--- config.mk ---
export PLATFORM = sky130hd
export DESIGN_NAME = mm2s_packet_router
export DESIGN_NICKNAME = d
export VERILOG_FILES = /design/src/rtl/mm2s_packet_router.sv
export SDC_FILE = /design/constraint.sdc
export NUM_CORES = 1
export LEC_CHECK = 0
export ABC_AREA = 1
export CAP_MARGIN = 15
export CORE_MARGIN = 2
export CORE_UTILIZATION = 37
export DETAILED_ROUTE_END_ITERATION = 8
export GPL_TIMING_DRIVEN = 0
export PLACE_DENSITY_LB_ADDON = 0.25
export SLEW_MARGIN = 25
export SYNTH_ARGS = -nofsm -noshare
export SYNTH_HDL_FRONTEND = slang
export SYNTH_SLANG_ARGS = --single-unit
--- constraint.sdc ---
create_clock -name clk -period 1.47 [get_ports clk]
set_input_delay 0.294 -clock clk [delete_from_list [all_inputs] [get_ports clk]]
set_output_delay 0.294 -clock clk [all_outputs]
set_load 0.02 [all_outputs]
--- src/rtl/mm2s_packet_router.sv ---
// Routes MCDMA mm2s AXI Stream packets to NUM_FIFOS sink FIFOs by first-beat tdest; invalid tdest packets are drained.
// Latency: one cycle from accept to fifo_wren. Backpressure: a full sink drops tready combinationally; DRAIN always ready.
// Optional: MM2S_ROUTER_STATS_EN compiles in per-channel completed-packet counters (pkt_count).
module mm2s_packet_router #(
    parameter int AXIS_DATA_WIDTH = 32,
    parameter int FIFO_DATA_WIDTH = 32,
    parameter int AXIS_DEST_WIDTH = 4,
    parameter int NUM_FIFOS       = 4,
    parameter int CNT_WIDTH       = 16
) (
    input  logic                           clk,
    input  logic                           rstn,
    input  logic [AXIS_DATA_WIDTH-1:0]     SRC_AXIS_tdata,
    input  logic [AXIS_DEST_WIDTH-1:0]     SRC_AXIS_tdest,
    input  logic                           SRC_AXIS_tlast,
    input  logic                           SRC_AXIS_tvalid,
    output logic                           SRC_AXIS_tready,
    output logic [NUM_FIFOS-1:0]           fifo_wren,
    input  logic [NUM_FIFOS-1:0]           fifo_full,
    output logic [FIFO_DATA_WIDTH-1:0]     fifo_data,
    output logic                           busy,
    output logic [CNT_WIDTH-1:0]           drop_count,
    output logic [NUM_FIFOS*CNT_WIDTH-1:0] pkt_count
);

    // One extra bit so NUM_FIFOS == 2**AXIS_DEST_WIDTH is representable.
    localparam logic [AXIS_DEST_WIDTH:0] NUM_FIFOS_W = (AXIS_DEST_WIDTH+1)'(NUM_FIFOS);
    localparam logic [CNT_WIDTH-1:0]     CNT_MAX     = {CNT_WIDTH{1'b1}};

    typedef enum logic [1:0] {
        IDLE  = 2'd0,
        ROUTE = 2'd1,
        DRAIN = 2'd2
    } state_t;

    state_t                     state, state_nxt;
    logic [AXIS_DEST_WIDTH-1:0] cur_dest;
    logic [AXIS_DEST_WIDTH-1:0] load_dest;
    logic                       out_valid;
    logic [AXIS_DEST_WIDTH-1:0] out_dest;
    logic [AXIS_DATA_WIDTH-1:0] out_data;
    logic                       fire;
    logic                       accept;
    logic                       dest_ok;
    logic                       load;
    logic                       drop;

    // Write enable is gated by the live full flag, so a sink can never be overfilled.
    always_comb begin
        fifo_wren = '0;
        for (int i = 0; i < NUM_FIFOS; i++) begin
            fifo_wren[i] = out_valid && (out_dest == AXIS_DEST_WIDTH'(i)) && !fifo_full[i];
        end
    end

    assign fire            = |fifo_wren;
    assign fifo_data       = out_data[FIFO_DATA_WIDTH-1:0];
    assign dest_ok         = ({1'b0, SRC_AXIS_tdest} < NUM_FIFOS_W);
    assign SRC_AXIS_tready = (state == DRAIN) || !out_valid || fire;
    assign accept          = SRC_AXIS_tvalid && SRC_AXIS_tready;
    assign busy            = (state != IDLE);

    always_comb begin
        state_nxt = state;
        load      = 1'b0;
        drop      = 1'b0;
        load_dest = cur_dest;
        case (state)
            IDLE: begin
                if (accept) begin
                    if (dest_ok) begin
                        load      = 1'b1;
                        load_dest = SRC_AXIS_tdest;
                        if (!SRC_AXIS_tlast) state_nxt = ROUTE;
                    end else begin
                        drop = 1'b1;
                        if (!SRC_AXIS_tlast) state_nxt = DRAIN;
                    end
                end
            end
            ROUTE: begin
                if (accept) begin
                    load = 1'b1;
                    if (SRC_AXIS_tlast) state_nxt = IDLE;
                end
            end
            DRAIN: begin
                if (accept) begin
                    drop = 1'b1;
                    if (SRC_AXIS_tlast) state_nxt = IDLE;
                end
            end
            default: state_nxt = IDLE;
        endcase
    end

    always_ff @(posedge clk or negedge rstn) begin
        if (!rstn) begin
            state     <= IDLE;
            cur_dest  <= '0;
            out_valid <= 1'b0;
            out_dest  <= '0;
            out_data  <= '0;
        end else begin
            state <= state_nxt;
            if (load) begin
                cur_dest  <= load_dest;
                out_valid <= 1'b1;
                out_dest  <= load_dest;
                out_data  <= SRC_AXIS_tdata;
            end else if (fire) begin
                out_valid <= 1'b0;
            end
        end
    end

    always_ff @(posedge clk or negedge rstn) begin
        if (!rstn) begin
            drop_count <= '0;
        end else if (drop && (drop_count != CNT_MAX)) begin
            drop_count <= drop_count + CNT_WIDTH'(1);
        end
    end

`ifdef MM2S_ROUTER_STATS_EN
    logic [CNT_WIDTH-1:0] pkt_cnt [NUM_FIFOS];

    // A packet is counted when its tlast beat enters the output register.
    always_ff @(posedge clk or negedge rstn) begin
        if (!rstn) begin
            for (int i = 0; i < NUM_FIFOS; i++) pkt_cnt[i] <= '0;
        end else begin
            for (int i = 0; i < NUM_FIFOS; i++) begin
                if (load && SRC_AXIS_tlast && (load_dest == AXIS_DEST_WIDTH'(i)) &&
                    (pkt_cnt[i] != CNT_MAX)) begin
                    pkt_cnt[i] <= pkt_cnt[i] + CNT_WIDTH'(1);
                end
            end
        end
    end

    for (genvar g = 0; g < NUM_FIFOS; g++) begin : g_pkt_count
        assign pkt_count[g*CNT_WIDTH +: CNT_WIDTH] = pkt_cnt[g];
    end
`else
    assign pkt_count = '0;
`endif

endmodule

==> summary.txt, run 1 <==
Status
  – Status: complete, but fails checks
  – Failing checks: negative setup slack

Layout
  – P&R area growth vs syn: 64.5%
  – Final nets: between 600 and 700
  – Multi-input gate area: about 1700 µm²
  – Layout cells sized above 1: 0.398
  – FILL cells: around 780
  – Reg area: between 1000 and 1500 µm²
  – # diodes: 0
  – Layout Utilization: 0.619

Pwr
  – Power Dens Cells: ~1500 nW/µm²
  – Leakage power: about 2.9 nW
  – Worst IR Drop VDD: between 0.0009 and 0.001 V

Floorplan
  – Die Area: roughly 9500 µm²
  – CORE AREA: roughly 8600 µm²
  – IO Count: around 160
  – # rows: 34
  – Die Wd: slightly below 100 µm
  – Starting Density: 0.376
  – Vert. Die Dim: ~100 µm

Worst setup path
  – Crit. Startpoint: out_dest[3]
  – R2R setup slack: -0.29 ns
  – Crit path kind: flop to flop
  – CP max FO: 8
  – Worst Setup Start Kind: flop
  – R2R Path Start: out_dest[3]
  – Arrival time worst endpoint: 1.97 ns
  – Data required, critical path: 1.68 ns
  – Endpoint class of the critical path: flop

Synthesis
  – Mapped Area: around 3200 µm²
  – YS warnings: 0
  – Top post-synthesis cells by count: nand2_1, buf_4, dfrtp_1
  – Async SR Flop Fraction: 1.00
  – Top-count cell post-synth: nand2_1
  – Sequential area share after synthesis: 0.426
  – Cell count after synthesis: ~390
  – Cell taking the most area after synthesis: dfrtp_1
  – EDFF count, synth: 0
  – FF+latch count, synth: between 50 and 60
  – Main synth FF type: dfrtp_1
  – Synthesized area per cell: 8.35 µm²
  – Post-synth top area share: 0.426
  – Synth top area cells: dfrtp_1, buf_4, nand2_1, o21ai_2, inv_1
  – Post-synth cell types: 26

Placement
  – Post-Place Setup Slack: -0.701 ns
  – I/O Buffers: a little under 100
  – DP HPWL: approximately 5300 µm
  – Routability cong.: 0.890

Clock network
  – CTS H-tree lvls: 2
  – Clk buf depth: 2
  – Clock latency on the worst-skew pair: ~0.31 ns
  – CTS sink count: 55
  – Reg clk slew, reported paths: roughly 0.10 ns
  – TritonCTS buffer count: 5
  – Clock root buffer master: clkbuf_8
  – TritonCTS clock tree: yes

Drt
  – # DRC: 0
  – Vias: around 2800
  – DR vias/cell: between 4 and 5
  – Avg WL per Cell: 11.1 µm
  – Initial drt markers: 53
  – Final WL: approximately 7600 µm
  – Initial DRT Pass Iterations: 4
  – Post-DRT Antenna Nets: 0

Timing
  – Fin Hold WS: between 0.3 and 0.4 ns
  – Final worst-path cycle share: 1.19
  – FMAX: between 500 and 600 MHz
  – RSZ-0062 raised after global routing: true
  – Min Tclk post-route: 1.76 ns
  – Final hold viol count: 0
  – Final setup viols: 60
  – Worst Slack Setup Final: -0.286 ns
  – Sum Neg Setup Slack: -14.07 ns
  – Max-slew violations: 0
  – Worst Skew: roughly 0.013 ns

Global routing
  – Pin count of the biggest net entering global routing: between 40 and 50
  – GRT Total Usage: 0.154
  – Total grt overflow: 0
  – Initial antenna violation count: 0
  – First-pass GRT wire length: between 10000 and 15000 µm
  – Vias in the first global route: 2616

Min path
  – Hold Crit Class: primary input to asynchronous set/reset pin

Flow run
  – Max Cap Viol: 0
cells in the final DEF (no fill, tap or decap), drive strengths merged, types with 21 or more instances in the layout:
master / instances
buf: 100
nand2: 94
conb: 64
dfrtp: 55
inv: 50
dlygate4sd2: 46
clkdlybuf4s50: 42
o21ai: 37
nand3: 31
nor2: 21
power by group:
group	internal (W)	switching (W)	leakage (nW)
Clock	0.000561	0.000514	0.0618
Sequential	0.00204	0.000460	0.706
Combinational	0.00208	0.00239	2.10
final timing paths:
path,end,cells after the start
min in group clk,fifo_data[25],2
max in group asynchronous,drop_count[2],3
min reg2reg,fifo_data[25],2
min,fifo_data[8],2
max reg2reg,fifo_data[6],10
max,fifo_data[6],10
worst max-delay path, stage by stage (launching register included):
cell,delay [ns]
dfrtp_1,0.41
nor2_4,0.19
nand3_2,0.14
nand2_2,0.12
nor2_4,0.06
a21boi_4,0.20
o21ai_4,0.12
buf_12,0.17
clkbuf_16,0.16
nand2_2,0.06
o21ai_2,0.04
stage by stage:
stage          instance area [µm²]  std cells  total power [W]
2_1_floorplan                 3540        450          0.00471
3_3_place_gp                  4650        655          0.00612
3_5_place_dp                  4670        656          0.00621
4_1_cts                       5040        681          0.00757
5_1_grt                       5320        686          0.00855
6_report                      5320        686          0.00805
cell type report:
| class | instances | area share |
|---|---|---|
| Clock buffer | 6 | 0.0155 |
| Multi-Input combinational cell | 272 | 0.315 |
| Sequential cell | 55 | 0.260 |
| Buffer | 74 | 0.117 |
| Inverter | 49 | 0.0355 |
| Timing Repair Buffer | 120 | 0.225 |
| Tap cell | 108 | 0.0254 |
| Clock inverter | 2 | 0.00729 |
logic make-up after synthesis:
| kind of cell | count (synthesis) | synth area share |
|---|---|---|
| and+or+nand+nor | 153 | 0.199 |
| buffers and inverters | 123 | 0.232 |
| DFF | 55 | 0.426 |
| AOI/OAI and AO/OA | 38 | 0.0910 |
| xor gates and xnor gates | 13 | 0.0352 |
| adders and majority gates | 4 | 0.0155 |
| other | 1 | 0.00116 |
repair_timing:
action | 4_1_cts | 5_1_grt
setup buffers | 12 | 3
endpoints found under the setup margin | 109 | 69
gates resized for setup | 145 | 62
gates cloned | 4 | 2
pin swaps | 17 | 16
hold buffers | 1 | 0
hold endpoints to repair | 10 | 0
routing by layer:
metal | track usage | up-vias | share of wire
li1 | - | 1445 | -
met4 | 0.0385 | 0 | 0.0087
met1 | 0.185 | 1297 | 0.39
met5 | 0 | - | 0
met2 | 0.279 | 89 | 0.53
met3 | 0.0360 | 5 | 0.067
state kept, by name, indices dropped and copies added, names as in the netlist:
name and flops:
drop_count 16, fifo_data 32, out_dest 4, out_valid 1, state 2
(Power assumes the default switching activity.)
==> inputs of run 2 (changes only) <==
--- a/config.mk
+++ b/config.mk
@@ -11,7 +11,7 @@
 export CORE_UTILIZATION = 37
 export DETAILED_ROUTE_END_ITERATION = 8
 export GPL_TIMING_DRIVEN = 0
-export PLACE_DENSITY_LB_ADDON = 0.25
+export PLACE_DENSITY = 0.78
 export SLEW_MARGIN = 25
 export SYNTH_ARGS = -nofsm -noshare
 export SYNTH_HDL_FRONTEND = slang
==> run 2 against run 1 <==
The flow still finishes with violations (negative setup slack). Core utilization shrank 1.4 points. Sequential cell count is the same. Highest routed layer unchanged. Die area is the same. Non-clock buffer count grew 5.
==> summary.txt, run 2 (synthesis results as in run 1) <==
Status
  – Status: complete, but fails checks
  – Failing checks: negative setup slack

Floorplan
  – Starting Density: 0.376
  – CORE AREA: around 8600 µm²
  – # rows: 34
  – Die Wd: roughly 97 µm
  – Vert. Die Dim: roughly 97 µm
  – Die Area: 9500 µm²
  – IO Count: 162

Layout
  – # diodes: 0
  – P&R area growth vs syn: 60.9%
  – Cell area after layout: between 5000 and 6000 µm²
  – Multi-input gate area: around 1600 µm²
  – Most common cell after layout, fill and taps aside: buf_4
  – Reg area: roughly 1400 µm²
  – Most frequent cells in the layout: buf_4, conb_1, nand2_1
  – Layout cells sized above 1: 0.380
  – Post-Layout Cell Count: 692
  – Final nets: 631
  – FILL cells: roughly 760
  – Layout Utilization: 0.605
  – Max reg flops: 32

Clock network
  – TritonCTS clock tree: yes
  – Reg clk slew, reported paths: 0.11 ns
  – CTS sink count: 55
  – Clock root buffer master: clkbuf_8
  – Clk buf depth: 2
  – CTS H-tree lvls: 2
  – TritonCTS buffer count: 5
  – Clock latency on the worst-skew pair: 0.31 ns

Timing
  – Final worst-path cycle share: 1.20
  – Fin Hold WS: approximately 0.44 ns
  – Max-slew violations: 0
  – Final setup viols: 60
  – Worst Skew: roughly 0.016 ns
  – RSZ-0062 raised after global routing: true
  – Final hold viol count: 0
  – Min Tclk post-route: approximately 1.8 ns
  – FMAX: around 570 MHz
  – Worst Slack Setup Final: -0.299 ns
  – Sum Neg Setup Slack: -12.12 ns

Drt
  – Vias: roughly 3000
  – Initial drt markers: around 110
  – Initial DRT Pass Iterations: 4
  – Final WL: slightly above 8000 µm
  – Post-DRT Antenna Nets: 0
  – # DRC: 0
  – DR vias/cell: between 4 and 5
  – Avg WL per Cell: ~12 µm

Worst setup path
  – CP Cell Sequence: nor2_4 > nand3_2 > buf_4 > buf_6 > inv_2 > buf_6
  – Worst Setup Start Kind: flop
  – Endpoint class of the critical path: output pin
  – Crit-path most repeated cell: buf_6
  – CP bufs+invs: 4
  – Slowest CP cell: dfrtp_1
  – CP max FO: 4
  – Crit path kind: flop to output pin
  – Critical path's largest stage delay: roughly 0.42 ns
  – Top delay family on crit path: flip-flops
  – Data required, critical path: about 1.2 ns
  – Arrival time worst endpoint: roughly 1.5 ns

Pwr
  – Clock network fraction of total power: 0.134
  – Sequential Power Share: 0.312
  – Worst IR Drop VDD: roughly 0.00072 V
  – Int Power: 0.00449 W
  – Comb pwr share: 0.555
  – Power Dens Cells: 1490 nW/µm²
  – Sw frac: 0.422
  – Leakage power: 2.83 nW
  – Switch Pwr: 0.00328 W

Global routing
  – Pin count of the biggest net entering global routing: 29
  – Total grt overflow: 0
  – Initial antenna violation count: 0
  – GRT Total Usage: 0.164
  – Vias in the first global route: roughly 2800
  – First-pass GRT wire length: approximately 13000 µm

Placement
  – Placed cell count: about 660
  – Post-Place Cell Area: 4660 µm²
  – I/O Buffers: 97
  – Routability cong.: ~0.90
  – DP HPWL: between 5000 and 6000 µm

Flow run
  – Max Cap Viol: 0

Min path
  – Hold Crit Class: primary input to asynchronous set/reset pin
## run 2: changes by cell type in the layout (fill, tap and decap cells not counted), sizes merged
cell,delta
buf,+8
clkbuf,-4
clkdlybuf4s15,-1
clkinvlp,+1
dlygate4sd2,+1
nand3,+1
## run 2: through the flow
step                power [W]  worst slack, ns
finish                0.00777           -0.299
global route          0.00825           -0.364
CTS                   0.00739           -0.233
detailed placement    0.00623           -0.712
global placement      0.00612            -1.81
floorplan             0.00471          -0.0581
## run 2: cell type report
class | count | area share
flip-flops and latches | 55 | 0.266
inverters | 49 | 0.0359
repair buffers | 126 | 0.228
clock inverters | 3 | 0.00890
well taps | 108 | 0.0260
multi-input cells | 273 | 0.308
plain buffers | 73 | 0.113
clock buffers | 5 | 0.0132
## run 2: power by group through the flow
| stage | registers (W) | logic [W] | clock network, W |
|---|---|---|---|
| after detailed placement | 0.00243 | 0.00380 | 0 |
| after global routing | 0.00249 | 0.00464 | 0.00112 |
| after floorplan | 0.00294 | 0.00177 | 0 |
| final | 0.00242 | 0.00431 | 0.00104 |
| after CTS | 0.00241 | 0.00390 | 0.00107 |
| after global placement | 0.00242 | 0.00370 | 0 |
## run 2: metal layers
layer	part of all wire	vias up	global-route usage
li1	-	1464	-
met1	0.38	1346	0.193
met2	0.54	108	0.293
met3	0.063	14	0.0410
met4	0.020	0	0.0502
met5	0	-	0
## run 2: worst paths after layout
path                                   start            end  slack (ns)  cells past startpoint
worst max-delay path             out_dest[3]   fifo_wren[1]       -0.30                      6
worst min-delay path                    rstn   fifo_data[8]        0.44                      2
worst max register to register   out_dest[3]   fifo_data[6]       -0.29                     10
worst min register to register  fifo_data[7]   fifo_data[7]        0.49                      2
max in group asynchronous               rstn  drop_count[5]        0.53                      3
min in group clk                fifo_data[7]   fifo_data[7]        0.49                      2
## run 2: timing repair
item | 4_1_cts | 5_1_grt
pin swaps | 11 | 25
hold endpoints to repair | 27 | 0
setup buffers | 13 | 13
resized for setup | 123 | 55
endpoints found under the setup margin | 109 | 64
hold buffers | 1 | 0
gates cloned | 3 | 0
